==> src/rtl/ctrl_pkg.sv <==
// Shared encodings for the multicycle control unit:
// state enum, opcodes, mux selects and per-state control word.
package ctrl_pkg;

    typedef enum logic [3:0] {
        S_FETCH    = 4'd0,
        S_DECODE   = 4'd1,
        S_MEMADR   = 4'd2,
        S_MEMREAD  = 4'd3,
        S_MEMWB    = 4'd4,
        S_MEMWRITE = 4'd5,
        S_EXECR    = 4'd6,
        S_EXECI    = 4'd7,
        S_ALUWB    = 4'd8,
        S_BEQ      = 4'd9,
        S_FAULT    = 4'd10
    } state_t;

    localparam logic [6:0] OP_LOAD   = 7'b0000011;
    localparam logic [6:0] OP_STORE  = 7'b0100011;
    localparam logic [6:0] OP_RTYPE  = 7'b0110011;
    localparam logic [6:0] OP_ITYPE  = 7'b0010011;
    localparam logic [6:0] OP_BRANCH = 7'b1100011;

    localparam logic [1:0] SRCA_PC    = 2'b00;
    localparam logic [1:0] SRCA_OLDPC = 2'b01;
    localparam logic [1:0] SRCA_RS1   = 2'b10;

    localparam logic [1:0] SRCB_RS2  = 2'b00;
    localparam logic [1:0] SRCB_IMM  = 2'b01;
    localparam logic [1:0] SRCB_FOUR = 2'b10;

    localparam logic [1:0] RES_ALUOUT = 2'b00;
    localparam logic [1:0] RES_RDATA  = 2'b01;
    localparam logic [1:0] RES_ALU    = 2'b10;

    localparam logic [1:0] ALU_ADD   = 2'b00;
    localparam logic [1:0] ALU_SUB   = 2'b01;
    localparam logic [1:0] ALU_FUNCT = 2'b10;

    // Control outputs that depend only on the state.
    typedef struct packed {
        logic       mem_req;
        logic       adr_src;
        logic       mem_write;
        logic       reg_write;
        logic       err;
        logic [1:0] alu_src_a;
        logic [1:0] alu_src_b;
        logic [1:0] result_src;
        logic [1:0] alu_op;
    } ctrl_t;

    function automatic ctrl_t state_ctrl(state_t s);
        ctrl_t c;
        c = '0;
        unique case (s)
            S_FETCH: begin
                c.mem_req    = 1'b1;
                c.alu_src_a  = SRCA_PC;
                c.alu_src_b  = SRCB_FOUR;
                c.alu_op     = ALU_ADD;
                c.result_src = RES_ALU;
            end
            S_DECODE: begin
                c.alu_src_a = SRCA_OLDPC;
                c.alu_src_b = SRCB_IMM;
                c.alu_op    = ALU_ADD;
            end
            S_MEMADR, S_EXECI: begin
                c.alu_src_a = SRCA_RS1;
                c.alu_src_b = SRCB_IMM;
                c.alu_op    = ALU_ADD;
            end
            S_MEMREAD: begin
                c.mem_req = 1'b1;
                c.adr_src = 1'b1;
            end
            S_MEMWB: begin
                c.result_src = RES_RDATA;
                c.reg_write  = 1'b1;
            end
            S_MEMWRITE: begin
                c.mem_req   = 1'b1;
                c.mem_write = 1'b1;
                c.adr_src   = 1'b1;
            end
            S_EXECR: begin
                c.alu_src_a = SRCA_RS1;
                c.alu_src_b = SRCB_RS2;
                c.alu_op    = ALU_FUNCT;
            end
            S_ALUWB: begin
                c.result_src = RES_ALUOUT;
                c.reg_write  = 1'b1;
            end
            S_BEQ: begin
                c.alu_src_a  = SRCA_RS1;
                c.alu_src_b  = SRCB_RS2;
                c.alu_op     = ALU_SUB;
                c.result_src = RES_ALUOUT;
            end
            S_FAULT: begin
                c.err = 1'b1;
            end
            default: c = '0;
        endcase
        return c;
    endfunction

endpackage

==> src/rtl/mem_wait_timer.sv <==
// Counts consecutive cycles stalled on memory and flags
// the cycle in which the stall budget runs out.
module mem_wait_timer #(
    parameter int TIMEOUT = 16
) (
    input  logic clk,
    input  logic reset,
    input  logic waiting,
    input  logic done,
    output logic expired
);

    localparam int W = (TIMEOUT > 1) ? $clog2(TIMEOUT) : 1;

    logic [W-1:0] count;

    // A completing request in the last cycle wins over the timeout.
    assign expired = waiting && !done &&
                     (count == W'(TIMEOUT - 1));

    // Stall counter: restarts whenever the stall ends.
    always_ff @(posedge clk or posedge reset) begin
        if (reset)
            count <= '0;
        else if (!waiting || done || expired)
            count <= '0;
        else
            count <= count + W'(1);
    end

endmodule

==> src/rtl/multicycle_ctrl.sv <==
// Moore control FSM for a multicycle RISC-V datapath with
// a memory-stall watchdog that parks the core in FAULT.
module multicycle_ctrl
    import ctrl_pkg::*;
#(
    parameter int TIMEOUT = 16
) (
    input  logic       clk,
    input  logic       reset,
    input  logic [6:0] opcode,
    input  logic       zero,
    input  logic       mem_ready,
    output logic       pc_write,
    output logic       adr_src,
    output logic       mem_req,
    output logic       mem_write,
    output logic       ir_write,
    output logic       reg_write,
    output logic       err,
    output logic [1:0] alu_src_a,
    output logic [1:0] alu_src_b,
    output logic [1:0] result_src,
    output logic [1:0] alu_op,
    output logic [3:0] state_o
);

    state_t state;
    state_t nxt;
    ctrl_t  ctl;
    logic   waiting;
    logic   expired;

    assign waiting = (state == S_FETCH)   ||
                     (state == S_MEMREAD) ||
                     (state == S_MEMWRITE);

    mem_wait_timer #(
        .TIMEOUT(TIMEOUT)
    ) u_timer (
        .clk    (clk),
        .reset  (reset),
        .waiting(waiting),
        .done   (mem_ready),
        .expired(expired)
    );

    // Next-state decode.
    always_comb begin
        nxt = state;
        unique case (state)
            S_FETCH: begin
                if (mem_ready)
                    nxt = S_DECODE;
                else if (expired)
                    nxt = S_FAULT;
            end
            S_DECODE: begin
                case (opcode)
                    OP_LOAD, OP_STORE: nxt = S_MEMADR;
                    OP_RTYPE:          nxt = S_EXECR;
                    OP_ITYPE:          nxt = S_EXECI;
                    OP_BRANCH:         nxt = S_BEQ;
                    default:           nxt = S_FAULT;
                endcase
            end
            S_MEMADR:
                nxt = (opcode == OP_STORE) ? S_MEMWRITE
                                           : S_MEMREAD;
            S_MEMREAD: begin
                if (mem_ready)
                    nxt = S_MEMWB;
                else if (expired)
                    nxt = S_FAULT;
            end
            S_MEMWRITE: begin
                if (mem_ready)
                    nxt = S_FETCH;
                else if (expired)
                    nxt = S_FAULT;
            end
            S_EXECR, S_EXECI: nxt = S_ALUWB;
            S_MEMWB, S_ALUWB, S_BEQ: nxt = S_FETCH;
            S_FAULT: nxt = S_FAULT;
            default: nxt = S_FAULT;
        endcase
    end

    // State plus registered control word for the next state.
    always_ff @(posedge clk or posedge reset) begin
        if (reset) begin
            state <= S_FETCH;
            ctl   <= state_ctrl(S_FETCH);
        end else begin
            state <= nxt;
            ctl   <= state_ctrl(nxt);
        end
    end

    // Enables that follow handshake/flag inputs, all held
    // off while reset is asserted.
    assign mem_req   = ctl.mem_req & ~reset;
    assign mem_write = ctl.mem_write & mem_req;
    assign ir_write  = ~reset & (state == S_FETCH) & mem_ready;
    assign pc_write  = ~reset &
                       (((state == S_FETCH) & mem_ready) |
                        ((state == S_BEQ) & zero));

    assign adr_src    = ctl.adr_src;
    assign reg_write  = ctl.reg_write;
    assign err        = ctl.err;
    assign alu_src_a  = ctl.alu_src_a;
    assign alu_src_b  = ctl.alu_src_b;
    assign result_src = ctl.result_src;
    assign alu_op     = ctl.alu_op;
    assign state_o    = state;

endmodule
==> config.mk <==
export PLATFORM = sky130hd
export DESIGN_NAME = multicycle_ctrl
export DESIGN_NICKNAME = d
export VERILOG_FILES = /design/src/rtl/ctrl_pkg.sv /design/src/rtl/mem_wait_timer.sv /design/src/rtl/multicycle_ctrl.sv
export SDC_FILE = /design/constraint.sdc
export NUM_CORES = 1
export LEC_CHECK = 0
export CORE_UTILIZATION = 51
export CTS_BUF_LIST = sky130_fd_sc_hd__clkbuf_4 sky130_fd_sc_hd__clkbuf_8
export DETAILED_ROUTE_END_ITERATION = 8
export HOLD_SLACK_MARGIN = 0.06
export MAX_ROUTING_LAYER = met4
export PLACE_DENSITY = 0.89
export SYNTH_ARGS = -nofsm -noshare
export SYNTH_HDL_FRONTEND = slang
export SYNTH_HIERARCHICAL = 1
export SYNTH_SLANG_ARGS = --single-unit
==> constraint.sdc <==
create_clock -name clk -period 3.25 [get_ports clk]
set_clock_uncertainty 0.05 [all_clocks]
set_input_delay 0.4875 -clock clk [delete_from_list [all_inputs] [get_ports clk]]
set_output_delay 0.4875 -clock clk [all_outputs]
set_load 0.1 [all_outputs]
==> results of run 1 <==
-- cell type report --
| class | instances | area, um^2 | area share [%] |
|---|---|---|---|
| Multi-Input combinational cell | 87 | 653 | 40.7 |
| Sequential cell | 21 | 532 | 33.1 |
| Timing Repair Buffer | 32 | 310 | 19.3 |
| Inverter | 10 | 45.0 | 2.81 |
| Tap cell | 28 | 35.0 | 2.18 |
| Clock buffer | 4 | 30.0 | 1.87 |
-- power by group --
group	internal [mW]	switching [mW]
clock	0.0563	0.0760
sequential	0.261	0
combinational	0.0149	0.0147
-- worst max-delay path: cells and delay by family, from the launching register on --
kind	cells	cell delay, ps
AND/OR/NAND/NOR	7	1590
flip-flops	1	520
AO/OA/AOI/OAI	4	660
-- cells by family (layout without fill, tap and decap cells) --
group | after synthesis | in the layout | synth area share (%)
fa+ha+maj | 1 | 1 | 0.961
buf+inv | 24 | 46 | 10.7
xor+xnor | 2 | 2 | 1.35
compound gates | 26 | 26 | 15.8
simple gates | 58 | 58 | 30.6
flops | 21 | 21 | 40.7
-- metrics by stage --
stage / instances / power (mW)
after global placement: 178 / 0.295
after detailed placement: 178 / 0.296
final: 182 / 0.423
after CTS: 182 / 0.425
after floorplan: 132 / 0.277
after global routing: 182 / 0.441
-- layout by cell type, fill, tap and decap left out, types with 2 or more instances in the layout --
master | netlist | routed
sky130_fd_sc_hd__dfrtp_2 | 0 | 2
sky130_fd_sc_hd__nand3_2 | 2 | 2
sky130_fd_sc_hd__dfstp_2 | 3 | 3
sky130_fd_sc_hd__clkdlybuf4s50_1 | 0 | 18
sky130_fd_sc_hd__nor3b_1 | 2 | 2
sky130_fd_sc_hd__nor4bb_1 | 2 | 2
sky130_fd_sc_hd__nand3_1 | 3 | 3
sky130_fd_sc_hd__dfrtp_1 | 18 | 16
sky130_fd_sc_hd__a31oi_1 | 3 | 3
sky130_fd_sc_hd__nor2b_1 | 4 | 3
sky130_fd_sc_hd__nor4_1 | 4 | 3
sky130_fd_sc_hd__o311a_1 | 2 | 2
sky130_fd_sc_hd__buf_12 | 0 | 2
sky130_fd_sc_hd__clkbuf_4 | 0 | 4
sky130_fd_sc_hd__nor2_1 | 13 | 12
sky130_fd_sc_hd__or2_2 | 2 | 2
sky130_fd_sc_hd__nand2b_1 | 2 | 2
sky130_fd_sc_hd__a21oi_1 | 6 | 6
sky130_fd_sc_hd__o22ai_1 | 2 | 2
sky130_fd_sc_hd__nand2b_4 | 2 | 2
sky130_fd_sc_hd__a211oi_1 | 2 | 2
sky130_fd_sc_hd__inv_1 | 7 | 7
sky130_fd_sc_hd__o21ai_0 | 2 | 2
sky130_fd_sc_hd__a22oi_1 | 2 | 2
sky130_fd_sc_hd__nor2_2 | 1 | 2
sky130_fd_sc_hd__nand2_1 | 5 | 5
sky130_fd_sc_hd__and3b_1 | 2 | 2
sky130_fd_sc_hd__nor3_1 | 4 | 4
sky130_fd_sc_hd__buf_4 | 8 | 12
-- state kept, by name (all words and copies together) (netlist names) --
| register | cells |
|---|---|
| state_o | 4 |
| u_timer/count | 4 |
| alu_op | 2 |
| alu_src_a | 2 |
| alu_src_b | 2 |
| ctl | 2 |
| result_src | 2 |
| adr_src | 1 |
| err | 1 |
| reg_write | 1 |
-- per-layer routing --
metal | vias up | share of wire, %
li1 | 511 | -
met1 | 480 | 42
met2 | 43 | 51
met3 | 4 | 5.6
met4 | 0 | 0.80
met5 | - | 0
-- final timing paths --
path	cells past startpoint	to	start
setup / recovery	11	ctl[12]$_DFF_PP1_	state_o[0]$_DFF_PP0_
hold / removal	1	u_timer/count[0]$_DFF_PP0_	u_timer/count[0]$_DFF_PP0_
setup reg to reg	11	ctl[12]$_DFF_PP1_	state_o[0]$_DFF_PP0_
hold reg to reg	1	u_timer/count[0]$_DFF_PP0_	u_timer/count[0]$_DFF_PP0_
max in group asynchronous	2	state_o[0]$_DFF_PP0_	reset
min in group asynchronous	2	u_timer/count[1]$_DFF_PP0_	reset
==> flow_metrics.tcl, run 1 <==
set metrics [dict create \
    cts.repair_timing.setup_buffer_count 0 \
    final_util_pct 69.9 \
    avgSynthCellArea_um2 9.86 \
    grt_util_all_layers_pct 21.8 \
    global_route.peak_usage_layer "met2" \
    synth_enable_flop_cells 0 \
    setup_repair_after_global_routing_missed_its_margin "no" \
    met2_usage_pct 36.3 \
    holdCritPathClass "reg -> reg" \
    root_buffer "sky130_fd_sc_hd__clkbuf_4" \
    maximum_buffer_depth_of_the_clock_tree 2 \
    cp_slowest_cell "sky130_fd_sc_hd__dfrtp_2" \
    route.detailed.wl_per_inst_um 13.7 \
    netlist-cell-type-count 51 \
    endpoint_kind "flip-flop" \
    hpwlAfterDp_um 1930 \
    die_area_um2 2760 \
    cp.arrival_ps 3080 \
    synth_commonest_cells "18 x sky130_fd_sc_hd__dfrtp_1, 13 x sky130_fd_sc_hd__nor2_1, 8 x sky130_fd_sc_hd__buf_4" \
    fin_crit_sh_pct 89.2 \
    maxCapViolations 0 \
    die_width_um 52.5 \
    io_buffer_count 29 \
    met1_usage_pct 26.2 \
    drive_above_1_share_pct 27.9 \
    worstSkewPairLatency_ps 300 \
    fill_cell_total_of_the_finished_layout 168 \
    clkTransAtPathRegs_ps 110 \
    die_y_um 52.5 \
    tritoncts.num_buffers 3 \
    static-leakage-power_nw 0.641 \
    ys_ff_latch 21 \
    reg2reg_setup_slack_ps 350 \
    timing.setup.critical_path_class "reg -> reg" \
    ys_seq_area_share_pct 40.7 \
    async_reset_ff_share_pct 100 \
    gr-total-overflow 0 \
    cpMostUsedCell "sky130_fd_sc_hd__nor2_1" \
    num_rows 17 \
    finalSetupViolCount 0 \
    yosysMostFrequentCell "sky130_fd_sc_hd__dfrtp_1" \
    synth_warnings 6 \
    fp.coreArea_um2 2300 \
    clock_sink_count 21 \
    ys_dominant_reg_cell "sky130_fd_sc_hd__dfrtp_1" \
    fin_setup_tns_ps 0 \
    pin_slew_with_the_least_headroom_to_its_limit_ps 968 \
    drt.antenna.violating_nets 0 \
    netlist_area_pre_place_um2 1300 \
    post-synth-top-area-fraction_pct 34.6 \
    cts_resized 0 \
    crit_fanout 17 \
    fmaxAchievable_mhz 345 \
    finalWeightedCongestion 0.868 \
    status "finished, final reports clean" \
    crit_path_cell_trace "nor2b_1, nor3_1, a21oi_1, nor2_1, nand2b_4, nor2_1, or4b_1, a211o_1, and3_4, a32oi_1, a211oi_1" \
    post_cts_hold_buffer_count 0 \
    htree_num_levels 1 \
    start_kind "flip-flop" \
    start_util_pct 56.6 \
    dr.first_iter.drc_count 30 \
    post_synth_inst_count 132 \
    drc_errors 0 \
    rel_slew_slack_pct 35.2 \
    slew_viol_final 0 \
    netlist.top_cell.by_area "sky130_fd_sc_hd__dfrtp_1" \
    maximum_number_of_pins_on_one_net_before_global_route_repair 18 \
    postLayoutCellArea_um2 1610 \
    timing.critical_path.required_ps 3430 \
    syn_to_final_growth_pct 23.4 \
    postLayoutSetupSlackWorst_ps 351 \
    finalHoldViolations 0 \
    io-pin-count 30 \
    design.final.nets 167 \
    power_per_cell_area_nw_per_um2 264 \
    finalWorstPathRequiredPeriod_ps 2900 \
    synth_nets 144 \
    routed_wirelength_um 2490 \
    worst_path_largest_cell_delay_ps 520 \
    grt_util_met3_pct 4.64 \
    grt_first_pass_wirelength_um 4300 \
    dpl-instance-area_um2 1580 \
    grt_antenna_before_repair 0 \
    detailroute.via_count 1038 \
    diodes 0 \
    vdd_ir_drop_max_mv 0.351 \
    detailed_routing_iteration_count_for_the_pre_antenna_repair_pass 4 \
    preCtsSetupSlack_ps 362 \
    synth.top_cells.by_area "sky130_fd_sc_hd__dfrtp_1 35%, sky130_fd_sc_hd__dfstp_2 6.1%, sky130_fd_sc_hd__buf_4 4.6%" \
    cts_tree "built" \
    hold_ws_ps 426 \
    first_global_vias 1003 \
    viasPerCell 5.70 \
]
Note: power is estimated with default switching activity, not from simulation.
==> run 2, diff against run 1 <==
Settings changed: CORE_UTILIZATION 51 to 65, DONT_BUFFER_PORTS from default to 1.
==> flow_metrics.tcl, run 2 (synthesized netlist as in run 1, its figures left out) <==
set metrics [dict create \
    endpoint_kind "flip-flop" \
    routed_wirelength_um 2540 \
    detailroute.via_count 996 \
    cp.arrival_ps 3050 \
    die_area_um2 2180 \
    power_per_cell_area_nw_per_um2 294 \
    finalWeightedCongestion 0.792 \
    status "finished, final reports clean" \
    timing.critical_path.required_ps 3430 \
    layout.cells.most_common "sky130_fd_sc_hd__dfrtp_1" \
    start_util_pct 72.2 \
    syn_to_final_growth_pct 4.62 \
    cts_tree "built" \
    crit_fanout 7 \
    vdd_ir_drop_max_mv 0.255 \
    tritoncts.num_buffers 3 \
    finalWorstPathRequiredPeriod_ps 2870 \
    root_buffer "sky130_fd_sc_hd__clkbuf_4" \
    die_y_um 46.7 \
    critical-path-top-delay-family "simple AND/OR/NAND/NOR gates" \
    slew_viol_final 0 \
    diodes 0 \
    fin_crit_sh_pct 88.4 \
    drive_above_1_share_pct 28.2 \
    timing.setup.critical_path_class "reg -> reg" \
    io_buffer_count 0 \
    finalSetupViolCount 0 \
    grt_antenna_before_repair 0 \
    cts.repair_timing.setup_buffer_count 0 \
    grt_util_all_layers_pct 26.5 \
    clkTransAtPathRegs_ps 120 \
    first_global_vias 893 \
    fp.coreArea_um2 1800 \
    cpMostUsedCell "sky130_fd_sc_hd__nor2_1" \
    maxCapViolations 0 \
    path_buf_inv 0 \
    dr.first_iter.drc_count 20 \
    static-leakage-power_nw 0.541 \
    drc_errors 0 \
    cp_slowest_cell "sky130_fd_sc_hd__or4b_1" \
    maximum_number_of_pins_on_one_net_before_global_route_repair 18 \
    num_rows 15 \
    io-pin-count 30 \
    viasPerCell 6.38 \
    hpwlAfterDp_um 1920 \
    crit_path_cell_trace "nor2b_1, nor3_1, a21oi_1, nor2_1, nand2b_4, nor2_1, or4b_1, a211o_1, and3_4, a32oi_1, a211oi_1" \
    worst_path_largest_cell_delay_ps 500 \
    postLayoutCellArea_um2 1360 \
    holdCritPathClass "in -> async" \
    die_width_um 46.7 \
    gr-total-overflow 0 \
    maximum_buffer_depth_of_the_clock_tree 2 \
    drt.antenna.violating_nets 0 \
    setup_repair_after_global_routing_missed_its_margin "no" \
    pin_slew_with_the_least_headroom_to_its_limit_ps 874 \
    htree_num_levels 1 \
    design.final.nets 144 \
    rel_slew_slack_pct 41.8 \
    most_used_cells_in_the_layout_excluding_fill_and_tap_cells "16 x sky130_fd_sc_hd__dfrtp_1, 12 x sky130_fd_sc_hd__nor2_1, 8 x sky130_fd_sc_hd__buf_4, 7 x sky130_fd_sc_hd__inv_1, 6 x sky130_fd_sc_hd__a21oi_1" \
    route.detailed.wl_per_inst_um 16.3 \
    grt_first_pass_wirelength_um 3940 \
    detailed_routing_iteration_count_for_the_pre_antenna_repair_pass 4 \
    fin_setup_tns_ps 0 \
    worstSkewPairLatency_ps 300 \
    fmaxAchievable_mhz 348 \
    finalHoldViolations 0 \
    dpl-instance-area_um2 1320 \
    start_kind "flip-flop" \
    clock_sink_count 21 \
]
run 2: cell type report:
cell class,count,area (um^2)
inverter,10,45.0
clock buffer,3,22.5
tap,25,31.3
fill,140,440
clock inverter,1,7.51
timing repair buffer,9,70.1
sequential,21,532
multi-input combinational,87,653
run 2: per-layer routing:
layer / share of wire (%) / track usage [%] / vias to the layer above
li1: - / - / 467
met1: 42 / 31.5 / 474
met2: 51 / 45.0 / 44
met3: 4.9 / 5.77 / 11
met4: 2.0 / 7.43 / 0
met5: 0 / - / -
run 2: power by group:
part	switching, mW	leakage, nW	total [mW]	internal [mW]
Combinational	0.00822	0.263	0.0129	0.00469
Sequential	0	0.263	0.261	0.261
Clock	0.0784	0.0139	0.125	0.0469
run 2: repair_timing:
| action | in CTS | in global routing |
|---|---|---|
| endpoints found under the hold margin | 4 | 0 |
| gates resized for setup | 0 | 0 |
| hold buffers | 1 | 0 |
| endpoints found under the setup margin | 0 | 0 |
run 2: metrics by stage:
stage / setup WS (ps) / cells / util, % / hold WS [ps] / power [mW]
global route: 287 / 156 / 75.6 / 108 / 0.416
global placement: 630 / 151 / 73.3 / 217 / 0.278
floorplan: 4.03 / 132 / - / 204 / 0.277
CTS: 422 / 156 / 75.6 / 106 / 0.401
finish: 376 / 156 / 75.6 / 73.8 / 0.400
detailed placement: 479 / 151 / 73.3 / 221 / 0.279
run 2: final timing paths:
check                                                   to                       start  cells past startpoint  slack [ps]
worst max-delay path                     ctl[12]$_DFF_PP1_        state_o[0]$_DFF_PP0_                     11         380
worst min-delay path                alu_src_b[0]$_DFF_PP0_                       reset                      1          70
worst max register to register           ctl[12]$_DFF_PP1_        state_o[0]$_DFF_PP0_                     11         380
worst min register to register  u_timer/count[0]$_DFF_PP0_  u_timer/count[0]$_DFF_PP0_                      1         430
max in group asynchronous       u_timer/count[3]$_DFF_PP0_                       reset                      2        2530
min in group clk                   result_src[0]$_DFF_PP0_                   mem_ready                      2         300
==> variant 1, RTL diff (config.mk and constraints of run 1) <==
Reset style: synchronous (`reset`), changed in 2 clocked blocks.
--- a/src/rtl/mem_wait_timer.sv
+++ b/src/rtl/mem_wait_timer.sv
@@ -19,7 +19,7 @@
                      (count == W'(TIMEOUT - 1));
 
     // Stall counter: restarts whenever the stall ends.
-    always_ff @(posedge clk or posedge reset) begin
+    always_ff @(posedge clk) begin
         if (reset)
             count <= '0;
         else if (!waiting || done || expired)
--- a/src/rtl/multicycle_ctrl.sv
+++ b/src/rtl/multicycle_ctrl.sv
@@ -86,7 +86,7 @@
     end
 
     // State plus registered control word for the next state.
-    always_ff @(posedge clk or posedge reset) begin
+    always_ff @(posedge clk) begin
         if (reset) begin
             state <= S_FETCH;
             ctl   <= state_ctrl(S_FETCH);
Formal check against the unedited RTL: differs if reset is asserted again (counterexample within 4 cycles, from zero or initial values and one cycle with reset high); with reset held inactive, the same outputs for 10 cycles.
==> variant 1 against run 1 <==
Synthesized area fell by 11%. Via count fell by 5.9%. Die area fell by 11%. Utilization rose by 1.5 points. Synthesized cell count fell by 6.1%. Sequential cell count did not move. Routed wire length fell by 10%. Worst setup slack got worse by 34 ps. Design area fell by 9.2%. Sequential share of layout area fell by 4.0 points.
Power is not compared: it rests on default switching activity, and its combinational part moved more than twofold at a synthesized area within 25%.
==> variant 1: results (changes against run 1) <==
Synthesis
  • Avg Cell Area, Syn: 9.303 µm² (-5.6%)
  • Synth Area in XOR/XNOR: 1.518% (+0.17 points)
  • Synth cell count leaders: 21 x dfxtp_1, 12 x nor2_1, 8 x buf_4
  • Area contributors post-synth: dfxtp_1 36%, buf_4 5.2%, clkbuf_8 4.8%, nor2_1 3.9%, and3b_1 3.0%
  • Compound-Gate Fraction of Synth Area: 11.61% (-4.2 points)
  • Post-synthesis mux area share: 2.820% (+2.8 points)
  • Adder-Cell Fraction of Synth Area: 1.085% (+0.12 points)
  • Yosys cell types: 44 (-14%)
  • Post-Syn Nets: 136 (-5.6%)
  • Main synth FF type: dfxtp_1
  • Post-synthesis async set-or-reset flop share: 0% (-100 points)
  • Post-synthesis sequential area ratio: 36.44% (-4.2 points)

Critical path
  • R2r setup slk: 320 ps (-30 ps)
  • RR Endpoint: ctl[12]
  • Crit path launch type: register
  • Critical Path End: ctl[12]
  • Worst Path Arrival: 3090 ps (about the same)
  • CP max stage delay: 470 ps (-50 ps)
  • Slowest-stage cell, CP: dfxtp_2
  • R2r startpoint: state_o[0]
  • CP max FO: 16 (-1)

Place
  • Dpl cell area: 0.001425 mm² (-9.5%)
  • Pre-CTS setup slack: 173.5 ps (-188.8 ps)
  • GP Congestion: 0.7911 (-8.9%)
  • Placed insts: 169 (-5.1%)
  • PortBufs: 29 (unchanged)
  • DP HPWL: 1643 µm (-15%)

Power
  • Leak Pwr: 0.5840 nW
  • Combinational power share: 49.1%

Timing
  • WHS: 411.8 ps (-14.35 ps)
  • Minimum clock period: 2933 ps (+33.89 ps)
  • Slew at the pin closest to its max-slew limit: 971.0 ps (+2.562 ps)

CTS
  • CTS Buffer Depth: 2 (unchanged)
  • # H-tree levels: 1 (unchanged)
  • Clk root buf: clkbuf_4
  • Total CTS buffers: 3 (unchanged)

Hold path
  • Hold_sp: u_timer/count[0]
  • Worst hold path depth: 1 (unchanged)
  • Hold Path Sink: u_timer/count[0]

Detailed routing
  • Routed length per placed instance: 12.93 µm (-5.4%)
  • Iter 0 DRT Violations: 19 (-37%)
  • Via count: 977 (-5.9%)
  • Avg Vias per Cell: 5.647 (-0.98%)

Global routing
  • GRT Total Usage: 19.73% (-2.1 points)
  • Vias in the first global route: 853 (-15%)
  • Pin count of the biggest net entering global routing: 19 (+1)
  • First-pass GRT wire length: 3677 µm (-14%)

Final layout
  • Nets: 159 (-4.8%)
  • Layout cells sized above 1: 26.03% (-1.9 points)

Run status
  • Outcome: finished, final reports clean
variant 1: cell types whose count changed in the layout (fill, tap and decap cells not counted), moves of 3 or more:
cell / run 1 / this run
dfrtp_1: 16 / 0
dfxtp_2: 0 / 3
inv_1: 7 / 0
dfstp_2: 3 / 0
clkdlybuf4s50_1: 18 / 21
o21ai_0: 2 / 6
dfxtp_1: 0 / 18
buf_4: 12 / 8
a31oi_1: 3 / 0
variant 1: kinds of logic (layout without fill, tap and decap cells):
logic type | count (synthesis) | after routing
DFF | 21 | 21
and+or+nand+nor | 63 | 63
buffers and inverters | 14 | 36
muxes | 3 | 3
AOI/OAI and AO/OA | 20 | 20
adders and majority gates | 1 | 1
xor gates and xnor gates | 2 | 2
variant 1: layer usage:
layer	global-route usage (%)	routed length, µm	part of all wire (%)	up-vias
met5	-	0	0	-
met4	9.048	9	0.40	0
met3	5.247	141	6.3	2
met2	29.28	1057	47	43
met1	24.86	1028	46	440
li1	-	-	-	492
variant 1: what timing repair did:
action,4_1_cts,5_1_grt
setup endpoints to repair,0,4
hold endpoints to repair,0,0
resized for setup,0,1
variant 1: power by group through the flow:
stage | sequential (W) | combinational [W] | clock, W
2_1_floorplan | 0.000365 | 0.000305 | 0
3_3_place_gp | 0.000316 | 0.000415 | 0
3_5_place_dp | 0.000316 | 0.000419 | 0
4_1_cts | 0.000311 | 0.000420 | 0.000128
5_1_grt | 0.000316 | 0.000443 | 0.000140
6_report | 0.000311 | 0.000421 | 0.000125
variant 1: cell type report:
type / instances / area, µm²
Multi-Input combinational cell: 89 / 641.9
Fill cell: 156 / 584.3
Sequential cell: 21 / 424.2
Timing Repair Buffer: 32 / 330.3
Tap cell: 27 / 33.78
Clock buffer: 3 / 22.52
Clock inverter: 1 / 5.005
==> variant 2, RTL diff (config.mk and constraints of run 1) <==
Without the edit above. `TIMEOUT` is set to 16 in 2 places; all go to 8.
--- a/src/rtl/mem_wait_timer.sv
+++ b/src/rtl/mem_wait_timer.sv
@@ -1,7 +1,7 @@
 // Counts consecutive cycles stalled on memory and flags
 // the cycle in which the stall budget runs out.
 module mem_wait_timer #(
-    parameter int TIMEOUT = 16
+    parameter int TIMEOUT = 8
 ) (
     input  logic clk,
     input  logic reset,
--- a/src/rtl/multicycle_ctrl.sv
+++ b/src/rtl/multicycle_ctrl.sv
@@ -3,7 +3,7 @@
 module multicycle_ctrl
     import ctrl_pkg::*;
 #(
-    parameter int TIMEOUT = 16
+    parameter int TIMEOUT = 8
 ) (
     input  logic       clk,
     input  logic       reset,
Function: changed (Yosys sat finds a counterexample within 10 cycles, from zero or initial values and one cycle with reset high).
==> variant 2 against run 1 <==
Design area decreased by 1.3%. Global-route usage up 0.63 points. Sequential share of layout area is 1.3 points lower. Critical endpoint is now alu_op[1]. Largest cell class unchanged. Synthesized cell count fell by 6.1%. Hold slack got worse by 0.80 ps. Routed wire length rose by 1.0%. Sequential cell count fell by 1. Synthesized area down 3.8%. Highest routed layer unchanged. Critical path depth shrank 1. Worst setup slack better by 170 ps. Power up 13%.
==> variant 2: results (changes against run 1) <==
CTS
  • Skew-Pair Late Insertion Delay: 300 ps (about the same)

Final layout
  • Nets: 161 (-3.6%)
  • Layout fillers: 184 (+9.5%)
  • Layout cells sized above 1: 27.89% (-0.031 points)
  • Core Util, Final: 70.26% (+0.38 points)
  • # diodes: 0 (unchanged)

Synthesis
  • Adder-Cell Fraction of Synth Area: 1.998% (+1.0 points)
  • Synth cell count leaders: 17 x dfrtp_1, 9 x nor2_1, 8 x buf_4
  • Post-synthesis sequential area ratio: 40.26% (-0.41 points)
  • Synth Area in XOR/XNOR: 0% (-1.3 points)
  • Compound-Gate Fraction of Synth Area: 16.38% (+0.61 points)
  • Yosys cell types: 47 (-7.8%)
  • Post-Syn Nets: 137 (-4.9%)
  • Synth warn: 6 (unchanged)
  • Area contributors post-synth: dfrtp_1 34%, dfstp_2 6.3%, buf_4 4.8%, and4bb_2 3.0%, nor2_1 2.7%
  • Avg Cell Area, Syn: 10.10 µm² (+2.5%)

Power
  • Switch Pwr: 0.00009131 W (+0.69%)
  • Cell Pwr Density: 302.9 mW/mm² (+15%)
  • Combinational power share: 6.2% (-0.8 points)
  • Leak Pwr: 0.6468 nW (+0.96%)
  • Max IR drop VDD: 0.4231 mV (+21%)
  • Sequential power share: 51.9% (-9.8 points)

Detailed routing
  • WL met3: 109 µm (-22%)
  • Drt total wl: 2514 µm (+1.0%)
  • WL met1: 1036 µm (-1.8%)
  • Iter 0 DRT Violations: 28 (-6.7%)
  • Routed length per placed instance: 14.37 µm (+5.0%)
  • Met2 WL: 1345 µm (+5.7%)
  • Via count: 1,024 (-1.3%)

Critical path
  • Slowest-stage cell, CP: or4b_1
  • Worst Path Arrival: 2880 ps (-200 ps)
  • CP max FO: 7 (-10)
  • CP startpoint: state_o[0]
  • R2r startpoint: state_o[0]
  • CP max stage delay: 470 ps (-50 ps)
  • Delay-heaviest family, CP: simple AND/OR/NAND/NOR gates

Timing
  • Slew at the pin closest to its max-slew limit: 963.5 ps (-4.945 ps)

Place
  • GP Congestion: 0.8274 (-4.7%)
  • Dpl cell area: 0.001531 mm² (-2.8%)
  • DP HPWL: 2030 µm (+5.4%)
  • Placed insts: 171 (-3.9%)
  • Pre-CTS setup slack: 546.4 ps (+184.2 ps)

Global routing
  • GRT Total Usage: 22.42% (+0.63 points)
  • First-pass GRT wire length: 4250 µm (-1.1%)

Run status
  • Outcome: finished, final reports clean
variant 2: cell type report:
class / instances / share of cell area, %
clock buffer: 3 / 1.422
clock inverter: 1 / 1.896
inverter: 9 / 2.607
multi-input combinational: 81 / 39.97
sequential: 20 / 31.83
tap: 28 / 2.212
timing repair buffer: 33 / 20.06
variant 2: metal layers:
| layer | vias up | GRT usage (%) |
|---|---|---|
| li1 | 500 | - |
| met1 | 495 | 24.52 |
| met2 | 27 | 40.26 |
| met3 | 2 | 5.848 |
| met4 | 0 | 5.856 |
| met5 | - | - |
variant 2: cell families after synthesis:
group,Yosys count
simple gates,53
compound gates,26
flops,20
fa+ha+maj,2
buf+inv,23
variant 2: path summary, 6_finish.rpt:
check	end	slack, ps	cells past startpoint
setup / recovery	alu_op[1]	530	10
max in group asynchronous	state_o[3]	2020	2
hold / removal	u_timer/count[0]	430	1
min in group asynchronous	u_timer/count[2]	540	2
setup reg to reg	alu_op[1]	530	10
hold reg to reg	u_timer/count[0]	430	1
